<file path="src/rtl/fp_addsub_scheduler_if.sv">
`default_nettype none
// ============================================================================
// Module      : fp_addsub_scheduler_if
// Description : Request, shared-unit and response channels of the FP add/sub
//               scheduler, with scheduler-side (master) and environment-side
//               (slave) modports.
// Revision    : 1.0 - initial release
// ============================================================================
interface fp_addsub_scheduler_if #(
    parameter int NUM_REQ = 4,
    parameter int ID_W    = 2
);
    logic [NUM_REQ-1:0]    req_valid;
    logic [NUM_REQ-1:0]    req_ready;
    logic [NUM_REQ-1:0]    req_op;
    logic [32*NUM_REQ-1:0] req_a;
    logic [32*NUM_REQ-1:0] req_b;

    logic                  unit_start;
    logic                  unit_op;
    logic [31:0]           unit_a;
    logic [31:0]           unit_b;
    logic                  unit_done;
    logic [31:0]           unit_result;

    logic                  rsp_valid;
    logic                  rsp_ready;
    logic [ID_W-1:0]       rsp_id;
    logic [31:0]           rsp_result;
    logic                  rsp_error;

    modport master (
        input  req_valid, req_op, req_a, req_b, unit_done, unit_result, rsp_ready,
        output req_ready, unit_start, unit_op, unit_a, unit_b,
               rsp_valid, rsp_id, rsp_result, rsp_error
    );

    modport slave (
        output req_valid, req_op, req_a, req_b, unit_done, unit_result, rsp_ready,
        input  req_ready, unit_start, unit_op, unit_a, unit_b,
               rsp_valid, rsp_id, rsp_result, rsp_error
    );
endinterface
`default_nettype wire

</file>
<file path="src/rtl/fp_addsub_scheduler.sv">
`default_nettype none
// ============================================================================
// Module      : fp_addsub_scheduler
// Description : Round-robin sharing of one multi-cycle FP32 add/sub unit with
//               a local fast path; FP_SCHED_TIMEOUT_EN adds a WAIT watchdog.
// Revision    : 1.0 - initial release
// ============================================================================
module fp_addsub_scheduler #(
    parameter int NUM_REQ = 4,
    parameter int ID_W    = 2,
    parameter int TIMEOUT = 64
) (
    input  wire logic              clock,
    input  wire logic              reset,
    fp_addsub_scheduler_if.master  bus,
    output logic                   busy
);
    if ((ID_W < $clog2(NUM_REQ)) || (NUM_REQ < 2) || (TIMEOUT < 1)) begin : g_param_check
        $error("fp_addsub_scheduler: illegal parameter combination");
    end

    typedef enum logic [1:0] {
        S_IDLE  = 2'd0,
        S_ISSUE = 2'd1,
        S_WAIT  = 2'd2,
        S_RESP  = 2'd3
    } state_t;

    state_t          r_state;
    state_t          w_state_next;
    logic [ID_W-1:0] r_rr_ptr;
    logic [ID_W-1:0] w_grant;
    logic [ID_W-1:0] w_next_ptr;
    logic [ID_W:0]   w_scan;
    logic            w_found;
    logic            w_accept;
    logic            w_op;
    logic [31:0]     w_a;
    logic [31:0]     w_b;
    logic            w_fast_zero;
    logic            w_fast_pass;
    logic            w_timeout;
    logic            r_unit_op;
    logic [31:0]     r_unit_a;
    logic [31:0]     r_unit_b;
    logic [ID_W-1:0] r_rsp_id;
    logic [31:0]     r_rsp_result;

    // First valid requester at or after rr_ptr, wrapping modulo NUM_REQ.
    always_comb begin
        w_found = 1'b0;
        w_grant = '0;
        w_scan  = '0;
        for (int i = 0; i < NUM_REQ; i++) begin
            w_scan = {1'b0, r_rr_ptr} + (ID_W+1)'(i);
            if (w_scan >= (ID_W+1)'(NUM_REQ)) begin
                w_scan = w_scan - (ID_W+1)'(NUM_REQ);
            end
            if (!w_found && bus.req_valid[w_scan[ID_W-1:0]]) begin
                w_found = 1'b1;
                w_grant = w_scan[ID_W-1:0];
            end
        end
    end

    always_comb begin
        bus.req_ready = '0;
        if (r_state == S_IDLE && w_found) begin
            bus.req_ready[w_grant] = 1'b1;
        end
    end

    assign w_accept    = (r_state == S_IDLE) && w_found;
    assign w_op        = bus.req_op[w_grant];
    assign w_a         = bus.req_a[{w_grant, 5'b0} +: 32];
    assign w_b         = bus.req_b[{w_grant, 5'b0} +: 32];
    assign w_fast_zero = w_op && (w_a == w_b);
    assign w_fast_pass = (w_b[30:0] == 31'd0);
    assign w_next_ptr  = (w_grant == ID_W'(NUM_REQ-1)) ? '0 : w_grant + 1'b1;

`ifdef FP_SCHED_TIMEOUT_EN
    localparam int                c_CNT_W   = $clog2(TIMEOUT+1);
    localparam logic [c_CNT_W-1:0] c_WD_LAST = c_CNT_W'(TIMEOUT-1);
    localparam logic [31:0]       c_QNAN    = 32'h7FC0_0000;

    logic [c_CNT_W-1:0] r_wd_cnt;
    logic               r_rsp_error;

    // A completion in the final watchdog cycle takes precedence over the abort.
    assign w_timeout     = (r_state == S_WAIT) && !bus.unit_done && (r_wd_cnt == c_WD_LAST);
    assign bus.rsp_error = r_rsp_error;

    always_ff @(posedge clock) begin
        if (reset) begin
            r_wd_cnt    <= '0;
            r_rsp_error <= 1'b0;
        end else begin
            if (r_state == S_ISSUE) begin
                r_wd_cnt <= '0;
            end else if (r_state == S_WAIT) begin
                r_wd_cnt <= r_wd_cnt + 1'b1;
            end
            if (w_accept) begin
                r_rsp_error <= 1'b0;
            end else if (w_timeout) begin
                r_rsp_error <= 1'b1;
            end
        end
    end
`else
    assign w_timeout     = 1'b0;
    assign bus.rsp_error = 1'b0;
`endif

    always_ff @(posedge clock) begin
        if (reset) begin
            r_state <= S_IDLE;
        end else begin
            r_state <= w_state_next;
        end
    end

    always_comb begin
        w_state_next = r_state;
        case (r_state)
            S_IDLE: begin
                if (w_accept) begin
                    w_state_next = (w_fast_zero || w_fast_pass) ? S_RESP : S_ISSUE;
                end
            end
            S_ISSUE: w_state_next = S_WAIT;
            S_WAIT: begin
                if (bus.unit_done || w_timeout) begin
                    w_state_next = S_RESP;
                end
            end
            S_RESP: begin
                if (bus.rsp_ready) begin
                    w_state_next = S_IDLE;
                end
            end
            default: w_state_next = S_IDLE;
        endcase
    end

    // Unit operands only change when an operation is actually issued.
    always_ff @(posedge clock) begin
        if (reset) begin
            r_rr_ptr     <= '0;
            r_unit_op    <= 1'b0;
            r_unit_a     <= '0;
            r_unit_b     <= '0;
            r_rsp_id     <= '0;
            r_rsp_result <= '0;
        end else begin
            if (w_accept) begin
                r_rr_ptr <= w_next_ptr;
                r_rsp_id <= w_grant;
                if (w_fast_zero) begin
                    r_rsp_result <= 32'h0000_0000;
                end else if (w_fast_pass) begin
                    r_rsp_result <= w_a;
                end else begin
                    r_unit_op <= w_op;
                    r_unit_a  <= w_a;
                    r_unit_b  <= w_b;
                end
            end
            if (r_state == S_WAIT && bus.unit_done) begin
                r_rsp_result <= bus.unit_result;
            end
`ifdef FP_SCHED_TIMEOUT_EN
            else if (w_timeout) begin
                r_rsp_result <= c_QNAN;
            end
`endif
        end
    end

    assign bus.unit_start = (r_state == S_ISSUE);
    assign bus.unit_op    = r_unit_op;
    assign bus.unit_a     = r_unit_a;
    assign bus.unit_b     = r_unit_b;
    assign bus.rsp_valid  = (r_state == S_RESP);
    assign bus.rsp_id     = r_rsp_id;
    assign bus.rsp_result = r_rsp_result;
    assign busy           = (r_state != S_IDLE);
endmodule
`default_nettype wire

</file>
<file path="src/flat_wrapper.sv">
// flat-port wrapper written by rule: the top's interface ports become plain ports
module fp_addsub_scheduler_flat 
#(
    parameter int NUM_REQ = 4,
    parameter int ID_W    = 2,
    parameter int TIMEOUT = 64
)
  (clock, reset, busy, bus_req_valid, bus_req_op, bus_req_a, bus_req_b, bus_unit_done, bus_unit_result, bus_rsp_ready, bus_req_ready, bus_unit_start, bus_unit_op, bus_unit_a, bus_unit_b, bus_rsp_valid, bus_rsp_id, bus_rsp_result, bus_rsp_error);
  fp_addsub_scheduler_if #(.NUM_REQ(NUM_REQ), .ID_W(ID_W)) bus_i ();
  input  wire logic clock;
  input  wire logic reset;
  output logic busy;
  input wire logic [$bits(bus_i.req_valid)-1:0] bus_req_valid;
  input wire logic [$bits(bus_i.req_op)-1:0] bus_req_op;
  input wire logic [$bits(bus_i.req_a)-1:0] bus_req_a;
  input wire logic [$bits(bus_i.req_b)-1:0] bus_req_b;
  input wire logic [$bits(bus_i.unit_done)-1:0] bus_unit_done;
  input wire logic [$bits(bus_i.unit_result)-1:0] bus_unit_result;
  input wire logic [$bits(bus_i.rsp_ready)-1:0] bus_rsp_ready;
  output wire logic [$bits(bus_i.req_ready)-1:0] bus_req_ready;
  output wire logic [$bits(bus_i.unit_start)-1:0] bus_unit_start;
  output wire logic [$bits(bus_i.unit_op)-1:0] bus_unit_op;
  output wire logic [$bits(bus_i.unit_a)-1:0] bus_unit_a;
  output wire logic [$bits(bus_i.unit_b)-1:0] bus_unit_b;
  output wire logic [$bits(bus_i.rsp_valid)-1:0] bus_rsp_valid;
  output wire logic [$bits(bus_i.rsp_id)-1:0] bus_rsp_id;
  output wire logic [$bits(bus_i.rsp_result)-1:0] bus_rsp_result;
  output wire logic [$bits(bus_i.rsp_error)-1:0] bus_rsp_error;
  assign bus_i.req_valid = bus_req_valid;
  assign bus_i.req_op = bus_req_op;
  assign bus_i.req_a = bus_req_a;
  assign bus_i.req_b = bus_req_b;
  assign bus_i.unit_done = bus_unit_done;
  assign bus_i.unit_result = bus_unit_result;
  assign bus_i.rsp_ready = bus_rsp_ready;
  assign bus_req_ready = bus_i.req_ready;
  assign bus_unit_start = bus_i.unit_start;
  assign bus_unit_op = bus_i.unit_op;
  assign bus_unit_a = bus_i.unit_a;
  assign bus_unit_b = bus_i.unit_b;
  assign bus_rsp_valid = bus_i.rsp_valid;
  assign bus_rsp_id = bus_i.rsp_id;
  assign bus_rsp_result = bus_i.rsp_result;
  assign bus_rsp_error = bus_i.rsp_error;
  fp_addsub_scheduler #(.NUM_REQ(NUM_REQ), .ID_W(ID_W), .TIMEOUT(TIMEOUT)) u_core (.clock(clock), .reset(reset), .bus(bus_i), .busy(busy));
endmodule
</file>
<file path="config.mk">
export PLATFORM = sky130hd
export DESIGN_NAME = fp_addsub_scheduler_flat
export DESIGN_NICKNAME = d
export VERILOG_FILES = /design/src/rtl/fp_addsub_scheduler_if.sv /design/src/rtl/fp_addsub_scheduler.sv /design/src/flat_wrapper.sv
export SDC_FILE = /design/constraint.sdc
export NUM_CORES = 1
export LEC_CHECK = 0
export CAP_MARGIN = 20
export CORE_AREA = 2 2 158 160
export DETAILED_ROUTE_END_ITERATION = 8
export DIE_AREA = 0 0 160 162
export PLACE_DENSITY = 0.63
export REMOVE_ABC_BUFFERS = 1
export SYNTH_ARGS = -nofsm -noshare
export SYNTH_HDL_FRONTEND = slang
export SYNTH_SLANG_ARGS = --single-unit
export TNS_END_PERCENT = 5
</file>
<file path="constraint.sdc">
create_clock -name clock -period 10.8 [get_ports clock]
set_clock_uncertainty 0.1 [all_clocks]
set_input_delay 3.24 -clock clock [delete_from_list [all_inputs] [get_ports clock]]
set_output_delay 3.24 -clock clock [all_outputs]
set_load 0.01 [all_outputs]
</file>
# Word-level counts from Yosys, hierarchy flattened
# Index checks and enable logic that the tools add are counted.
# Widths: inputs -> output; s select.
# totals
reg_bits,103
inputBits,300
wordCells,91
# classes
addsub,8
n_lt_le_gt_ge,10
n_eq_ne,8
shift,2
mux,35
bitwise,2
n_reduce_logical,19
# ops
operator,n
$shiftx 128x8->32,2
$mux 32,4
$eq 32x32->1,1
$logic_not 31->1,1
$mux 2,13
$lt 2x3->1 const B,5
$bmux 1 s2,5
$mux 1,10
$ge 3x3->1 const B,3
$pmux 2 s4,1
$sub 2x1->2 const B,4
$logic_and 1x1->1,7
$add 2x2->3 const B,2
$eq 2x2->1 const B,3
$reduce_and 3->1,2
$mux 4,1
$ne 2x2->1 const B,2
$reduce_bool 2->1,2
$add 2x1->3 const B,1
$ge 2x3->1 const B,1
$logic_not 1->1,3
$reduce_bool 3->1,1
$add 2x1->2 const B,1
$demux 1 s2,1
other kinds (7),8

# Depth between registers and ports, before layout
# logic_depth
depth_word,21
mapped_depth,20
depth_no_buf,12

# Least setup slack after synthesis
# No wires, ideal clock.
# synth_path
kind,input to output
startpoint,in bus_req_valid[1]
endpoint,out bus_req_ready[1]
arrival_ps,4914
required_ps,7460
path_slack_ps,2546
cell_stages,11
path_cell_list,or2_1 -> buf_2 -> and4b_1 -> buf_6 -> nor2_8 -> inv_4 -> buf_6 -> buf_4 -> buf_2 -> ha_1 -> and2_1
# synth_between
elab_chain_len,17
elab_cells_between_ends,29
cone_classes,order compare (2); mux (19); reduce/logical (8)
# synth_lines
item,line,rtl
start: declaration,flat_wrapper.sv:13,input wire logic [$bits(bus_i.req_valid)-1:0] bus_req_valid;
$bmux 1 s2,fp_addsub_scheduler.sv:59,if (!w_found && bus.req_valid[w_scan[ID_W-1:0]]) begin
$mux 1 (not written as such),fp_addsub_scheduler.sv:59,
$mux 1,fp_addsub_scheduler.sv:59,
$logic_not 1->1,fp_addsub_scheduler.sv:59,
$logic_and 1x1->1,fp_addsub_scheduler.sv:59,
$mux 1,fp_addsub_scheduler.sv:59,
$logic_not 1->1,fp_addsub_scheduler.sv:59,
$logic_and 1x1->1,fp_addsub_scheduler.sv:59,
[... 2 more ...],--,
$logic_and 1x1->1,fp_addsub_scheduler.sv:59,
$mux 2 (*),fp_addsub_scheduler.sv:59,
named net u_core.w_grant[0],fp_addsub_scheduler.sv:32,logic [ID_W-1:0] w_grant;
$lt 2x3->1 (not written as such) / $ge 2x1->1 (equally long branches),fp_addsub_scheduler.sv:69,bus.req_ready[w_grant] = 1'b1;
$logic_and 1x1->1 (not written as such),fp_addsub_scheduler.sv:69,
$mux 1 (not written as such),fp_addsub_scheduler.sv:69,
$demux 1 s2 (*),--,
$mux 4 (*),fp_addsub_scheduler.sv:68,if (r_state == S_IDLE && w_found) begin
end: declaration,flat_wrapper.sv:20,output wire logic [$bits(bus_i.req_ready)-1:0] bus_req_ready;
# Mark *: on every way through the listed nets, which the timed path passes. The rest lies on a longest branch. The select of a mux whose other input is x is not followed.

# Worst setup path in the final report
# layout_path
startpoint,in bus_req_valid[3]
endpoint,out bus_req_ready[2]
# layout_between
elab_chain_len,17
elab_cells_between_ends,29
cone_classes,order compare (2); mux (19); reduce/logical (8)
# layout_lines
item,line
$bmux 1 s2,fp_addsub_scheduler.sv:59
$mux 1 (not written as such),fp_addsub_scheduler.sv:59
$mux 1,fp_addsub_scheduler.sv:59
$logic_not 1->1,fp_addsub_scheduler.sv:59
$logic_and 1x1->1,fp_addsub_scheduler.sv:59
$mux 1,fp_addsub_scheduler.sv:59
$logic_not 1->1,fp_addsub_scheduler.sv:59
$logic_and 1x1->1,fp_addsub_scheduler.sv:59
$mux 1,fp_addsub_scheduler.sv:59
$logic_not 1->1,fp_addsub_scheduler.sv:59
$logic_and 1x1->1,fp_addsub_scheduler.sv:59
$mux 2,fp_addsub_scheduler.sv:59
$lt 2x3->1 (not written as such) / $ge 2x1->1 (equally long branches),fp_addsub_scheduler.sv:69
$logic_and 1x1->1 (not written as such),fp_addsub_scheduler.sv:69
$mux 1 (not written as such),fp_addsub_scheduler.sv:69
$demux 1 s2,--
$mux 4 (*),fp_addsub_scheduler.sv:68
# Every way passes the cells marked *; elsewhere a longest branch is shown, timed or not. The select of a mux whose other input is x is not followed.

==> run_results.csv <==
group,metric,value,unit
setup_path,crit_arrival,5940,ps
power_and_ir_drop,p_leak,4.37,nW
yosys,synth_xor_area_share,2.91,%
setup_path,worstSetupStartpointType,"input port",
routing,first_pass_iters,5,
clock_network,path_clk_slew,70,ps
grt,grt_start_max_net_pins,73,
power_and_ir_drop,p_clk_share,12.1,%
grt,track_usage,25.2,%
floorplanning,fp.dieH,162,um
floorplanning,num_rows,57,
yosys,async_flop_share,0,%
routing,vias_per_cell,5.38,
power_and_ir_drop,p_switching,1.29,mW
placed_design,portBuffers,405,
timing,period_needed,9280,ps
setup_path,crit_family,"simple AND/OR/NAND/NOR gates",
yosys,synthesis.area,7240,sq um
grt,grt-busiest-layer,"met2",
yosys,synthAdderAreaFrac,1.56,%
setup_path,path_cells,"clkdlybuf4s50_1 -> or2_1 -> and4b_1 -> nor2_8 -> ha_1 -> and2_1 -> clkdlybuf4s50_1",
clock_network,clkSinkCount,103,
timing,report.final.slew_viol_count,0,
timing,fmax,0.108,GHz
routing,avgRoutedWirePerCell,20.7,um
clock_network,hold_buffers,0,
timing,grt_setup_unrepaired,"false",
yosys,synth_warnings,0,
timing,period_share,86.0,%
layout,final-instance-count-excl-fill,1652,
layout,synthToLayoutAreaGrowth,61.8,%
power_and_ir_drop,p_int,1.49,mW
setup_path,cp_slowest_cell,"clkdlybuf4s50_1",
yosys,yosys_register_bits,103,
grt,antenna_found_initial,2,
clock_network,clk_latency,350,ps
yosys,synth_compound_area_share,34.7,%
run_status,status,"finished clean",
yosys,synthCells,995,
clock_network,cts_buffers,9,
grt,use_met2,42.5,%
grt,use_met1,30.3,%
yosys,synth_top_area_share,28.5,%
power_and_ir_drop,pwr-share-comb,66.8,%
clock_network,ctsResizeCount,0,
floorplanning,initial_core_util,30.0,%
layout,nNetsFinal,1632,
power_and_ir_drop,ir_drop,0.289,mV
yosys,synth-simple-area-share,23.7,%
worst_hold_path,hp-class,"flip-flop to flip-flop",
floorplanning,io_pins,407,
power_and_ir_drop,p_seq_share,21.0,%
yosys,synth_mux_area_share,0,%
clock_network,clockBufferDepth,2,
setup_path,endpoint_kind,"output port",
yosys,synth_enable_flop_cells,0,
yosys,ys_seq_area_share,28.5,%
setup_path,crit_path_frequent_cell,"clkdlybuf4s50_1",
yosys,synth_cell_types,54,
routing,wl,34200,um
setup_path,path_buf_inv,2,
placed_design,gp_congestion,0.868,
routing,drt-initial-drc-count,540,
layout,drive_gt1_share,6.10,%
floorplanning,fp.dieW,160,um
clock_network,cts_tree,"yes",
yosys,synth_top_family_by_area,"compound AO/OA/AOI/OAI gates",
setup_path,path_max_fanout,36,
yosys,synth_area_leaders,"dfxtp_1, a21oi_1, a211oi_1",
setup_path,cp.required,7460,ps
layout,final_cell_mix,"clkdlybuf4s50_1, a21oi_1, nand2_1",
grt,grt_pass1_vias,8588,
yosys,yosys.area.top_type,"dfxtp_1",
clock_network,root_buffer,"clkbuf_16",
grt,grt.overflow.total,0,
layout,final_common_cell,"clkdlybuf4s50_1",
power_and_ir_drop,pwr_density_cell,238,nW/um^2
timing,hold_viol,0,
timing,slew_headroom,39.7,%
clock_network,post_cts_buffers,0,
floorplanning,core,24100,sq um
yosys,avgSynthCellArea,7.27,sq um
timing,tightestPinTransition,904,ps
setup_path,slowest_delay,560,ps
routing,route.detailed.drc,0,
power_and_ir_drop,swShare,46.5,%
placed_design,hpwl,26100,um
placed_design,dp_cells,1636,
routing,ant_nets,0,
job,cap_violations,0,
power_and_ir_drop,power.total,2.78,mW
grt,grt_pass1_wl,50500,um
yosys,ys.flop_type,"dfxtp_1",
routing,via_count,8892,
grt,grt.met3_usage,6.26,%
timing,setup_viol,0,
setup_path,critPathKind,"input port to output port",
clock_network,clock_tree.htree_level_count,3,
floorplanning,die_area,25900,sq um
==> final timing paths <==
kind | cells after the start | startpoint | end | slack (ps)
min | 2 | u_core.bus.rsp_id[1]$_SDFFE_PP0P_ | u_core.bus.rsp_id[1]$_SDFFE_PP0P_ | 360
max reg2reg | 15 | u_core.r_rr_ptr[0]$_SDFFE_PP0P_ | u_core.bus.unit_a[20]$_SDFFE_PP0P_ | 5470
max | 7 | bus_req_valid[3] | bus_req_ready[2] | 1520
min reg2reg | 2 | u_core.bus.rsp_id[1]$_SDFFE_PP0P_ | u_core.bus.rsp_id[1]$_SDFFE_PP0P_ | 360
==> state kept, by name, indices dropped and copies added (netlist names) <==
register and count:
u_core.bus.rsp_id 2, u_core.bus.rsp_result 32, u_core.bus.unit_op 1, u_core.bus.unit_b 32, u_core.bus.unit_a 32, u_core.r_rr_ptr 2
u_core.r_state 2
==> through the flow <==
step / hold WS (ps) / TNS (ps) / cell area [sq um] / util [%] / setup WS (ps)
4_1_cts: 359 / 0 / 11700 / 48.6 / 1490
3_3_place_gp: 342 / 0 / 11400 / 47.1 / 1520
2_1_floorplan: 374 / -232330 / 6690 / - / -2360
3_5_place_dp: 350 / 0 / 11400 / 47.3 / 1500
5_1_grt: 379 / 0 / 11700 / 48.6 / 1340
6_report: 356 / 0 / 11700 / 48.6 / 1520
==> layout make-up <==
cell class	instances	area, sq um
Fill cell	2434	12400
Clock inverter	4	55.1
Multi-Input combinational cell	764	4620
Inverter	21	81.3
Tap cell	324	405
Timing Repair Buffer	424	4240
Clock buffer	11	243
Antenna cell	1	2.50
Sequential cell	103	2060
==> synth_stat cells, types with 3 or more instances <==
master,n
a22o_1,19
nor3_1,5
o211a_1,4
or2_1,3
a22oi_1,20
a31o_2,10
o21ai_1,14
nand2b_1,6
xor2_1,10
or3_1,30
a211oi_1,66
buf_6,7
inv_1,20
o21ai_0,60
xnor2_1,14
nor2b_1,3
or4_1,3
nor2_1,39
nand4_1,10
buf_4,8
clkbuf_1,47
nand3_1,71
a21oi_1,133
nand2_1,117
o221ai_1,30
buf_2,31
nor4_1,5
buf_1,12
dfxtp_1,103
or2_2,6
o21ai_2,7
ha_1,9
o211ai_1,3
a21oi_2,10
and3_1,29
and2_1,8
==> metal layers <==
| layer | wire [um] | part of all wire [%] |
|---|---|---|
| met3 | 2760 | 8.0 |
| met4 | 1370 | 4.0 |
| met2 | 16200 | 47 |
| met5 | 13 | 0.038 |
| met1 | 13900 | 41 |
==> worst reg2reg max path, delay by kind of cell, from the launching register on <==
family,cells,cell delay [ps]
compound gates,5,1580
buf+inv,4,1160
flops,1,410
simple gates,6,2010
==> power groups by stage <==
| stage | Sequential [mW] | Clock, mW | Combinational, mW |
|---|---|---|---|
| after global routing | 0.602 | 0.362 | 2.02 |
| after detailed placement | 0.594 | 0 | 1.86 |
| final | 0.586 | 0.338 | 1.86 |
| after global placement | 0.589 | 0 | 1.85 |
| after CTS | 0.587 | 0.347 | 1.87 |
| after floorplan | 0.642 | 0 | 0.994 |
==> cells by family after synthesis <==
group | count (synthesis)
compound gates | 387
simple gates | 343
buf+inv | 128
flops | 103
xor+xnor | 24
fa+ha+maj | 9
other cells | 1
No activity file was read; power rests on OpenSTA's default activity.
